`config.mk`:
```
export PLATFORM = sky130hd
export DESIGN_NAME = ccc_fab_clkdiv
export DESIGN_NICKNAME = d
export VERILOG_FILES = /design/src/rtl/ccc_div_pkg.sv /design/src/rtl/ccc_div_channel.sv /design/src/rtl/ccc_fab_clkdiv.sv
export SDC_FILE = /design/constraint.sdc
export NUM_CORES = 1
export LEC_CHECK = 0
export ABC_CLOCK_PERIOD_IN_PS = 4150
export CAP_MARGIN = 30
export CORE_MARGIN = 2
export CORE_UTILIZATION = 44
export DETAILED_ROUTE_END_ITERATION = 12
export SYNTH_ARGS = -nofsm -noshare
export SYNTH_HDL_FRONTEND = slang
export SYNTH_HIERARCHICAL = 1
export SYNTH_SLANG_ARGS = --single-unit
export TNS_END_PERCENT = 1
```
`constraint.sdc`:
```
create_clock -name CLKA -period 4.15 [get_ports CLKA]
set_clock_uncertainty 0.2 [all_clocks]
set_input_delay 0.83 -clock CLKA [delete_from_list [all_inputs] [get_ports CLKA]]
set_output_delay 0.83 -clock CLKA [all_outputs]
set_load 0.01 [all_outputs]
```
`src/rtl/ccc_div_pkg.sv`:
```
// Shared defaults, channel-state layout and the high-phase helper for the
// fabric clock dividers.
package ccc_div_pkg;

  localparam int DEF_DIV_W       = 5;
  localparam int DEF_RESET_DIV   = 3;
  localparam int DEF_LOCK_CYCLES = 16;
  localparam int MAX_DIV_W       = 16;

  // Fields are sized for the widest supported divisor; narrower channels
  // only ever load zero-extended values, so the upper bits stay constant.
  typedef struct packed {
    logic [MAX_DIV_W-1:0] div;
    logic [MAX_DIV_W-1:0] cnt;
    logic [MAX_DIV_W-1:0] pdiv;
    logic                 pend;
  } ch_state_t;

  // ceil(R/2) with R = d+1, computed one bit wider so d = all-ones cannot wrap.
  function automatic logic [MAX_DIV_W:0] high_phase(input logic [MAX_DIV_W-1:0] d);
    logic [MAX_DIV_W:0] s;
    s = {1'b0, d} + (MAX_DIV_W+1)'(2);
    return s >> 1;
  endfunction

endpackage

```
`src/rtl/ccc_div_channel.sv`:
```
// One divider channel: wrap counter, glitch-free divisor reload, registered Y/CE.
// With FCLK_SYNC_EN defined a sync input forces a phase restart.
module ccc_div_channel
  import ccc_div_pkg::*;
#(
  parameter int DIV_W     = DEF_DIV_W,
  parameter int RESET_DIV = DEF_RESET_DIV
) (
  input  logic             clk,
  input  logic             rst,
  input  logic             en,
  // we is a single-cycle strobe already qualified by the top; no back-pressure,
  // every strobe is accepted and the last one before a wrap wins.
  input  logic             we,
  input  logic [DIV_W-1:0] wdiv,
`ifdef FCLK_SYNC_EN
  input  logic             sync,
`endif
  output logic             y,
  output logic             ce,
  output logic             pend
);

  ch_state_t            st;
  logic                 sync_i;
  logic                 wrap;
  logic                 apply;
  logic [MAX_DIV_W-1:0] div_n;
  logic [MAX_DIV_W-1:0] cnt_n;
  logic [MAX_DIV_W-1:0] wdiv_x;
  logic                 y_n;
  logic                 ce_n;

`ifdef FCLK_SYNC_EN
  assign sync_i = sync;
`else
  assign sync_i = 1'b0;
`endif

  assign wdiv_x = MAX_DIV_W'(wdiv);
  assign pend   = st.pend;

  // A sync behaves exactly like a wrap: restart at cnt=0 and take any reload.
  always_comb begin
    wrap  = (st.cnt == st.div) | sync_i;
    apply = wrap & st.pend;
    div_n = apply ? st.pdiv : st.div;
    cnt_n = wrap ? '0 : MAX_DIV_W'(st.cnt[DIV_W-1:0] + 1'b1);
    y_n   = ({1'b0, cnt_n} < high_phase(div_n));
    ce_n  = (cnt_n == div_n);
  end

  always_ff @(posedge clk or posedge rst) begin
    if (rst) begin
      st.div  <= MAX_DIV_W'(RESET_DIV);
      st.cnt  <= MAX_DIV_W'(RESET_DIV);
      st.pdiv <= '0;
      st.pend <= 1'b0;
      y       <= 1'b0;
      ce      <= 1'b0;
    end else begin
      if (en) begin
        st.div <= div_n;
        st.cnt <= cnt_n;
        if (apply) st.pend <= 1'b0;
        y  <= y_n;
        ce <= ce_n;
      end else begin
        // Parking cnt at div makes the first enabled edge a wrap.
        y  <= 1'b0;
        ce <= 1'b0;
        if (st.pend) begin
          st.div  <= st.pdiv;
          st.cnt  <= st.pdiv;
          st.pend <= 1'b0;
        end else begin
          st.cnt <= st.div;
        end
      end
      if (we) begin
        st.pdiv <= wdiv_x;
        st.pend <= 1'b1;
      end
    end
  end

endmodule

```
`src/rtl/ccc_fab_clkdiv.sv`:
```
// Fabric clock conditioner: NUM_CH dividers, config decode, CFG_ERR and LOCK.
// Define FCLK_SYNC_EN to add the SYNC phase-alignment input.
module ccc_fab_clkdiv
  import ccc_div_pkg::*;
#(
  parameter int NUM_CH      = 4,
  parameter int DIV_W       = DEF_DIV_W,
  parameter int RESET_DIV   = DEF_RESET_DIV,
  parameter int LOCK_CYCLES = DEF_LOCK_CYCLES,
  localparam int CH_W       = (NUM_CH > 1) ? $clog2(NUM_CH) : 1
) (
  input  logic              CLKA,
  input  logic              RST,
  input  logic [NUM_CH-1:0] CH_EN,
  input  logic              CFG_WE,
  input  logic [CH_W-1:0]   CFG_CH,
  input  logic [DIV_W-1:0]  CFG_DIV,
`ifdef FCLK_SYNC_EN
  input  logic              SYNC,
`endif
  output logic              CFG_ERR,
  output logic [NUM_CH-1:0] Y,
  output logic [NUM_CH-1:0] CE,
  output logic [NUM_CH-1:0] PEND,
  output logic              LOCK
);

  localparam logic [CH_W:0] NUM_CH_L = (CH_W+1)'(NUM_CH);
  localparam int            LC_W     = $clog2(LOCK_CYCLES + 1);
  localparam logic [LC_W-1:0] LC_MAX = LC_W'(LOCK_CYCLES);

  logic              cfg_valid;
  logic              sync_i;
  logic [NUM_CH-1:0] ch_we;
  logic [LC_W-1:0]   lc;

`ifdef FCLK_SYNC_EN
  assign sync_i = SYNC;
`else
  assign sync_i = 1'b0;
`endif

  assign cfg_valid = CFG_WE & ({1'b0, CFG_CH} < NUM_CH_L);

  for (genvar i = 0; i < NUM_CH; i++) begin : g_ch
    assign ch_we[i] = cfg_valid & (CFG_CH == CH_W'(i));

    ccc_div_channel #(
      .DIV_W     (DIV_W),
      .RESET_DIV (RESET_DIV)
    ) u_ch (
      .clk  (CLKA),
      .rst  (RST),
      .en   (CH_EN[i]),
      .we   (ch_we[i]),
      .wdiv (CFG_DIV),
`ifdef FCLK_SYNC_EN
      .sync (SYNC),
`endif
      .y    (Y[i]),
      .ce   (CE[i]),
      .pend (PEND[i])
    );
  end

  // LOCK follows the counter one edge late, so it drops one cycle after the
  // disturbing write and rises LOCK_CYCLES+1 edges after the last one.
  always_ff @(posedge CLKA or posedge RST) begin
    if (RST) begin
      lc      <= '0;
      LOCK    <= 1'b0;
      CFG_ERR <= 1'b0;
    end else begin
      CFG_ERR <= CFG_WE & ~cfg_valid;
      LOCK    <= (lc == LC_MAX);
      if (cfg_valid | (|PEND) | sync_i) begin
        lc <= '0;
      end else if (lc != LC_MAX) begin
        lc <= lc + 1'b1;
      end
    end
  end

endmodule

```
Yosys cells after proc, flatten, opt, wreduce, memory -nomap -nowiden
Index checks and enable logic that the tools add are counted.

Memory bits (writable): 0. Output and inout port bits: 14. Bits in latches: 0. Memory bits (read-only): 0. Memories: 0. Logic and storage cells: 106. Bits of input ports: 14. Flip-flop bits (word level): 166.

Div/mod/pow operators: 0. Bitwise operators: 9. Equal/unequal tests: 17. Multiplexer cells: 38. Order comparisons: 4. Add/subtract/negate cells: 9. Shift-type cells: 0. Reduce and logical (&&, ||, !) cells: 3. Multipliers: 0.

Operators with widths (count): $mux W16 (12); $eq A16 B16 Y1 (8); $mux W32 (4); $add A16 B2 Y17 const B (4); $lt A16 B16 Y1 (4); $add A5 B1 Y6 const B (4); $mux W1 (20); $ne A3 B1 Y1 const B (4); $mux W5 (2); $and A1 B1 Y1 (8); $add A5 B1 Y5 const B (1); $eq A5 B5 Y1 const B (1); $ne A5 B5 Y1 const B (1); $eq A2 B2 Y1 const B (2); $reduce_or A4 Y1 (1); $eq A2 B1 Y1 const B (1); $logic_not A2 Y1 (1); $reduce_bool A2 Y1 (1); $or A1 B1 Y1 (1).

Logic depth before layout (Yosys ltp)
Gate-level depths: netlist of run 1.

Word-level depth: 6. Mapped depth: 12.

Hierarchy
Netlist of run 1, hierarchy kept.

Modules (own cells, without submodules): ccc_div_channel (seq. area each 1006.0 um^2, cells an instance 218, area an instance 2243.4 um^2, times used 4); ccc_fab_clkdiv (seq. area each 150.1 um^2, cells an instance 34, area an instance 331.6 um^2, times used 1).

Least setup slack after synthesis of run 1
Ideal clock, no wire load.

Path type: register to register. Start point: register g_ch[0].u_ch/st[34] (netlist bit). End point: register g_ch[0].u_ch.y. Data arrival time: 2784 ps. Slack: 1065 ps. Setup time: 101 ps. Stages on the path, launching flop included: 12. Required time: 3849 ps. Clock period less this slack: 3085 ps. Path through: dfstp_2 buf_2 xnor2_1 nand4_1 or4_4 buf_2 and2_1 ha_1 o21a_1 o2111a_1 and3_1 o32ai_1.

Word-level cells in the longest chain between the ends: 6. Elaborated cells between the ends (all ways): 7. Those cells by class: add/sub: 1; order compare: 1; eq/ne: 1; mux: 3; bitwise: 1.

RTL lines: start, declared (RTL line ccc_div_channel.sv:24) `ch_state_t st;`; $eq A16 B16 Y1 (RTL line ccc_div_channel.sv:45) `wrap = (st.cnt == st.div) | sync_i;`; $and A1 B1 Y1 (RTL line ccc_div_channel.sv:46) `apply = wrap & st.pend;`; $mux W16 (RTL line ccc_div_channel.sv:47) `div_n = apply ? st.pdiv : st.div;`; $add A16 B2 Y17 (RTL line ccc_div_pkg.sv:22) `s = {1'b0, d} + (MAX_DIV_W+1)'(2);`; $lt A16 B16 Y1 * (RTL line ccc_div_channel.sv:49) `y_n = ({1'b0, cnt_n} < high_phase(div_n));`; $mux W1 * (RTL line ccc_div_channel.sv:62) `if (en) begin`; end signal, assigned (RTL line ccc_div_channel.sv:66) `y <= y_n;`; end, declared (RTL line ccc_div_channel.sv:19) `output logic y,`.

Every way passes the cells marked *; elsewhere a longest branch is shown, timed or not. A chain may end at the register's enable or synchronous reset.

Final worst setup path of run 1
Ends and elaborated chain as after synthesis.

==> flow_summary.toml, run 1 <==
[detailed_routing]
met1_length_um = 9890
via_per_inst = 5.37
vias = 6455
wl_met2_um = 9100
wl_per_cell_um = 16.6
highest_layer = "met4"
wirelength_um = 19900
postRouteAntennaNets = 0
wl_met3_um = 710
drt_pre_antenna_iters = 5
drc_errors = 0
drtIter0Drc = 418

[critical_path]
slowest_delay_ns = 0.65
arrival_ns = 3.47
r2r-end = "g_ch[0].u_ch/y"
worstPathCellList = "xnor2_1, nand4_1, nor4_2, nand2_1, mux2i_1, ha_1, o21a_1, o2111a_1, o21ai_0, nor2_1, o32ai_1"
start_kind = "flip-flop"
end_kind = "flip-flop"
crit_fanout = 10
critPathLaunch = "g_ch[0].u_ch/st[34]"
cp_data_required_time_ns = 4.27
slowest_stage = "dfstp_2"
cp-endpoint = "g_ch[0].u_ch/y"
rr_startpoint = "g_ch[0].u_ch/st[34]"
critPathKind = "reg2reg"
ff2ff_path_depth = 11
rrSetupSlack_ns = 0.79

[floorplan]
die_h_um = 149
dieArea_um2 = 22300
chipWidth_um = 149
core-area_um2 = 20900
floorplan.initialDensity_pct = 44.5
rows = 53
ioPinCount = 28

[pwr]
vdd_ir_drop_max_mv = 0.254
p_leak_nw = 4.49
power_density_nw_per_um2 = 651

[synthesis]
async_flop_share_pct = 100
synth_area_per_cell_um2 = 10.3
synth-seq-cells = 166
synth_cell_types = 39
synth_edf_count = 0
synth.cell_area_um2 = 9310
synth_seq_area_share_pct = 44.9
synth_fp_nets = 946
syn_inst = 906
synthFlopType = "dfrtp_1"
synth_warnings = 6

[layout]
syn_to_final_growth_pct = 11.5
fillers = 1933
stdcell_area_um2 = 10400
layout.nets = 954
antenna_cells = 0
finish.utilization_pct = 49.7
final_cells = 1202
drive_gt1_share_pct = 12.2

[clock_network]
root_buffer = "clkbuf_16"
cts_buffer_depth = 2
cts_buffers = 17
clock-sinks = 166
insertion_delay_ns = 0.43
clk_pin_slew_worst_paths_ns = 0.07
post_cts_buffers = 0
post_cts_resized = 0
cts_tree = "built"
cts_max_level = 4
postCtsHoldBufs = 0

[sta]
setup_viol = 0
worstMarginPinSlew_ns = 0.955
period_minus_slack_ns = 3.36
finalHoldViolCount = 0
drv_slew = 0
rsz0062_at_grt = "false"
max_freq_mhz = 298
slew_headroom_pct = 36.2
tns_ns = 0
fin_crit_sh_pct = 80.9

[run]
drv_cap = 0

[place]
post-dp-hpwl_um = 14100
place_congestion = 0.870
dp.cells = 1170
port_buffers = 26
place_area_um2 = 9740

[grt]
antenna_found_initial = 0
grt_overflow = 0
grt_pass1_wl_um = 33500
grt_usage_pct = 18.9
grt_max_degree = 41
grt_pass1_vias = 6508

[min_path]
min_path_cells = 1
hold_path.class = "reg2reg"

[outcome]
status = "finished clean"
## kinds of logic after synthesis
family | after synthesis | share of synthesized area (%)
simple gates | 312 | 19.0
flops | 166 | 44.9
xor+xnor | 132 | 12.4
compound gates | 120 | 7.75
mux | 77 | 8.93
buf+inv | 72 | 3.54
fa+ha+maj | 26 | 3.50
other cells | 1 | 0.0403
## flip-flops by register name, summed over array words and instances (netlist names)
| signal | cells |
|---|---|
| lc | 5 |
| g_ch.u_ch/ce | 4 |
| g_ch.u_ch/st | 148 |
| g_ch.u_ch/y | 4 |
| LOCK | 1 |
| g_ch.u_ch/pend | 4 |
## worst max-delay path: cells and delay by family (launching register included)
family / cells / cell delay [ns]
compound gates: 4 / 0.81
simple gates: 4 / 0.96
fa+ha+maj: 1 / 0.25
mux: 1 / 0.23
xor+xnor: 1 / 0.16
flops: 1 / 0.65
## per-layer routing
metal | vias up | global-route usage, %
met1 | 3177 | 27.3
li1 | 3132 | -
met4 | 0 | 5.43
met2 | 128 | 29.5
met3 | 18 | 3.05
met5 | - | 0
## cell usage in the layout (no fill, tap or decap), drive strengths merged, types with 5 or more instances in the layout
master	instances
buf	8
nor2	42
and2	96
xor2	30
or4	8
xnor2	102
o21ai	44
clkbuf	19
and3	13
a211oi	12
nand2	38
mux2	48
nand3	34
and3b	5
or3	20
nor3	14
clkdlybuf4s50	26
inv	34
o21a	8
mux2i	29
dfstp	16
ha	26
o21bai	8
nor4	16
dfrtp	150
nand4	20
a21oi	36
## synth_stat cells, drive strengths merged (14+ instances only)
| master | number | area, um^2 |
|---|---|---|
| a21oi | 36 | 180 |
| and2 | 96 | 601 |
| buf | 29 | 168 |
| clkbuf | 16 | 60.1 |
| dfrtp | 150 | 3750 |
| dfstp | 16 | 420 |
| ha | 26 | 325 |
| inv | 27 | 101 |
| mux2 | 48 | 541 |
| mux2i | 29 | 290 |
| nand2 | 38 | 143 |
| nand3 | 34 | 170 |
| nand4 | 20 | 125 |
| nor2 | 42 | 158 |
| nor3 | 14 | 70.1 |
| nor4 | 16 | 125 |
| o21ai | 44 | 220 |
| or3 | 20 | 125 |
| xnor2 | 102 | 893 |
| xor2 | 30 | 263 |
## power by group
| part | internal, mW | switching [mW] | total [mW] | leakage (nW) |
|---|---|---|---|---|
| Combinational | 1.32 | 1.29 | 2.61 | 2.01 |
| Sequential | 1.94 | 0.514 | 2.46 | 2.17 |
| Clock | 0.998 | 0.690 | 1.69 | 0.308 |
## how the worst min path moves through the flow
stage,to,slack [ns],start
3_3_place_gp,g_ch[2].u_ch/st[32],0.34,g_ch[2].u_ch/st[48]
3_5_place_dp,g_ch[0].u_ch/st[32],0.33,g_ch[0].u_ch/st[48]
6_report,g_ch[2].u_ch/st[48],0.35,g_ch[2].u_ch/st[48]
4_1_cts,g_ch[1].u_ch/st[32],0.35,g_ch[1].u_ch/st[48]
5_1_grt,g_ch[2].u_ch/st[31],0.37,g_ch[2].u_ch/st[47]
2_1_floorplan,g_ch[0].u_ch/st[32],0.30,g_ch[0].u_ch/st[48]
## layout make-up
type                    count  area, um^2  area share (%)
flip-flops and latches    166        4170            40.2
clock buffers              19         453            4.37
well taps                 275         344            3.32
multi-input cells         668        4800            46.3
repair buffers             34         320            3.09
inverters                  27         101           0.977
clock inverters            13         179            1.72
## through the flow
stage / setup slack (ns) / power (mW) / hold WS, ns
global placement: 0.816 / 5.04 / 0.336
global route: 0.525 / 7.25 / 0.373
finish: 0.793 / 6.75 / 0.346
CTS: 0.818 / 6.79 / 0.352
detailed placement: 0.828 / 5.05 / 0.332
floorplan: 1.07 / 4.49 / 0.303
No activity file was read; power rests on OpenSTA's default activity.
==> run 2, diff against run 1 <==
- ABC_CLOCK_PERIOD_IN_PS: 4150 -> 3500
- clock period: 4.15 -> 3.5 ns (I/O delays scaled with it)
==> run 2 against run 1 <==
  * Flip-flop and latch count stayed put
  * Register-to-register slack got worse by 0.44 ns
  * Routed wire length up 1.7%
  * Critical path depth fell by 2
  * Die area stayed put
  * Setup slack got worse by 0.44 ns
  * Via count grew 1.1%
==> flow_summary.toml, run 2 (synthesis gave the netlist of run 1 again) <==
[layout]
antenna_cells = 0
regMostFlops = "g_ch.u_ch/st"
final_common_cell = "dfrtp_1"
syn_to_final_growth_pct = 13.0
drive_gt1_share_pct = 14.0
final_cells = 1224
layout.cells.most_common_list = "dfrtp_1 (150), xnor2_1 (102), and2_1 (96), mux2_2 (48), nor2_1 (42)"
top_regs = "g_ch.u_ch/st (148), lc (5)"
largest_register_ffs = 148
layout.nets = 976

[grt]
grt_overflow = 0
grt_max_degree = 41
grt_pass1_wl_um = 33600
top_usage_layer = "met2"
grt_usage_pct = 19.1
met1_usage_pct = 27.6
grtUsageMet2_pct = 29.4
grt_use_met3_pct = 2.59
antenna_found_initial = 0
grt_pass1_vias = 6356

[critical_path]
ff2ff_path_depth = 9
r2r-end = "g_ch[0].u_ch/y"
slowest_stage = "dfstp_2"
worstPathCellList = "xnor2_1, nand4_1, or4_4, and2_1, ha_1, o21a_1, o2111a_1, and3_1, o32ai_1"
cp_data_required_time_ns = 3.63
crit_family = "simple AND/OR/NAND/NOR gates"
rrSetupSlack_ns = 0.35
end_kind = "flip-flop"
critPathKind = "reg2reg"
rr_startpoint = "g_ch[0].u_ch/st[34]"
crit_fanout = 13
crit_buf_inv = 0
start_kind = "flip-flop"
arrival_ns = 3.28
slowest_delay_ns = 0.65

[detailed_routing]
postRouteAntennaNets = 0
via_per_inst = 5.33
drt_pre_antenna_iters = 5
drc_errors = 0
wirelength_um = 20300
drtIter0Drc = 454
vias = 6527
wl_per_cell_um = 16.6

[sta]
fin_crit_sh_pct = 89.9
setup_viol = 0
fin_ws_ns = 0.354
slew_headroom_pct = 52.9
hold-worst-slack_ns = 0.343
finalHoldViolCount = 0
drv_slew = 0
max_freq_mhz = 318
period_minus_slack_ns = 3.15
worstMarginPinSlew_ns = 0.701
tns_ns = 0
rsz0062_at_grt = "false"

[clock_network]
post_cts_buffers = 0
post_cts_resized = 0
postCtsHoldBufs = 0
cts_buffers = 17
root_buffer = "clkbuf_16"
cts_buffer_depth = 2
clk_pin_slew_worst_paths_ns = 0.06
cts_tree = "built"
clock-sinks = 166
cts_max_level = 4
insertion_delay_ns = 0.43

[pwr]
power.total_mw = 8.02
vdd_ir_drop_max_mv = 0.321
p_leak_nw = 4.58
power_density_nw_per_um2 = 763

[floorplan]
rows = 53
ioPinCount = 28
core-area_um2 = 20900
floorplan.initialDensity_pct = 44.5
dieArea_um2 = 22300
chipWidth_um = 149
die_h_um = 149

[run]
drv_cap = 0

[min_path]
hold_start = "g_ch[2].u_ch/st[48]"
holdPathEnd = "g_ch[2].u_ch/st[48]"
hold_path.class = "reg2reg"
min_path_cells = 1

[place]
place_congestion = 0.895
dp.cells = 1192
port_buffers = 26
post-dp-hpwl_um = 14400
dp_slack_ns = 0.382

[outcome]
status = "finished clean"
==> run 2: layout make-up <==
cell class	instances	area, um^2
clock buffer	19	433
clock inverter	13	171
fill	1884	10400
inverter	27	101
multi-input combinational	668	4800
sequential	166	4170
tap	275	344
timing repair buffer	56	485
==> run 2: worst reg2reg max path, delay by kind of cell (launching register included) <==
family                     cells  cell delay (ns)
xor gates and xnor gates       1             0.16
AOI/OAI and AO/OA              3             0.65
and+or+nand+nor                4             1.11
adders and majority gates      1             0.29
DFF                            1             0.65
==> run 2: routing by layer <==
layer  wire [um]  vias to the layer above
li1            -                     3182
met1       10000                     3212
met2        9280                      107
met3         625                       26
met4         350                        0
met5           0                        -
==> run 2: metrics by stage <==
| stage | area (um^2) | utilization, % |
|---|---|---|
| floorplan | 9310 | - |
| global placement | 9910 | 47.4 |
| detailed placement | 9910 | 47.4 |
| CTS | 10500 | 50.3 |
| global route | 10500 | 50.3 |
| finish | 10500 | 50.3 |
==> run 2: power by group <==
group	switching [mW]	leakage (nW)	internal [mW]
clock network	0.796	0.282	1.13
logic	1.64	2.12	1.63
registers	0.512	2.17	2.31
==> run 2: worst max path at each step <==
stage	start	endpoint	slack, ns	cells past startpoint
3_5_place_dp	g_ch[3].u_ch/st[35]	g_ch[3].u_ch/y	0.38	9
4_1_cts	g_ch[3].u_ch/st[37]	g_ch[3].u_ch/y	0.35	9
5_1_grt	g_ch[0].u_ch/st[34]	g_ch[0].u_ch/y	0.14	9
3_3_place_gp	g_ch[3].u_ch/st[35]	g_ch[3].u_ch/y	0.38	9
6_report	g_ch[0].u_ch/st[34]	g_ch[0].u_ch/y	0.35	9
2_1_floorplan	g_ch[0].u_ch/st[34]	g_ch[0].u_ch/y	0.42	11
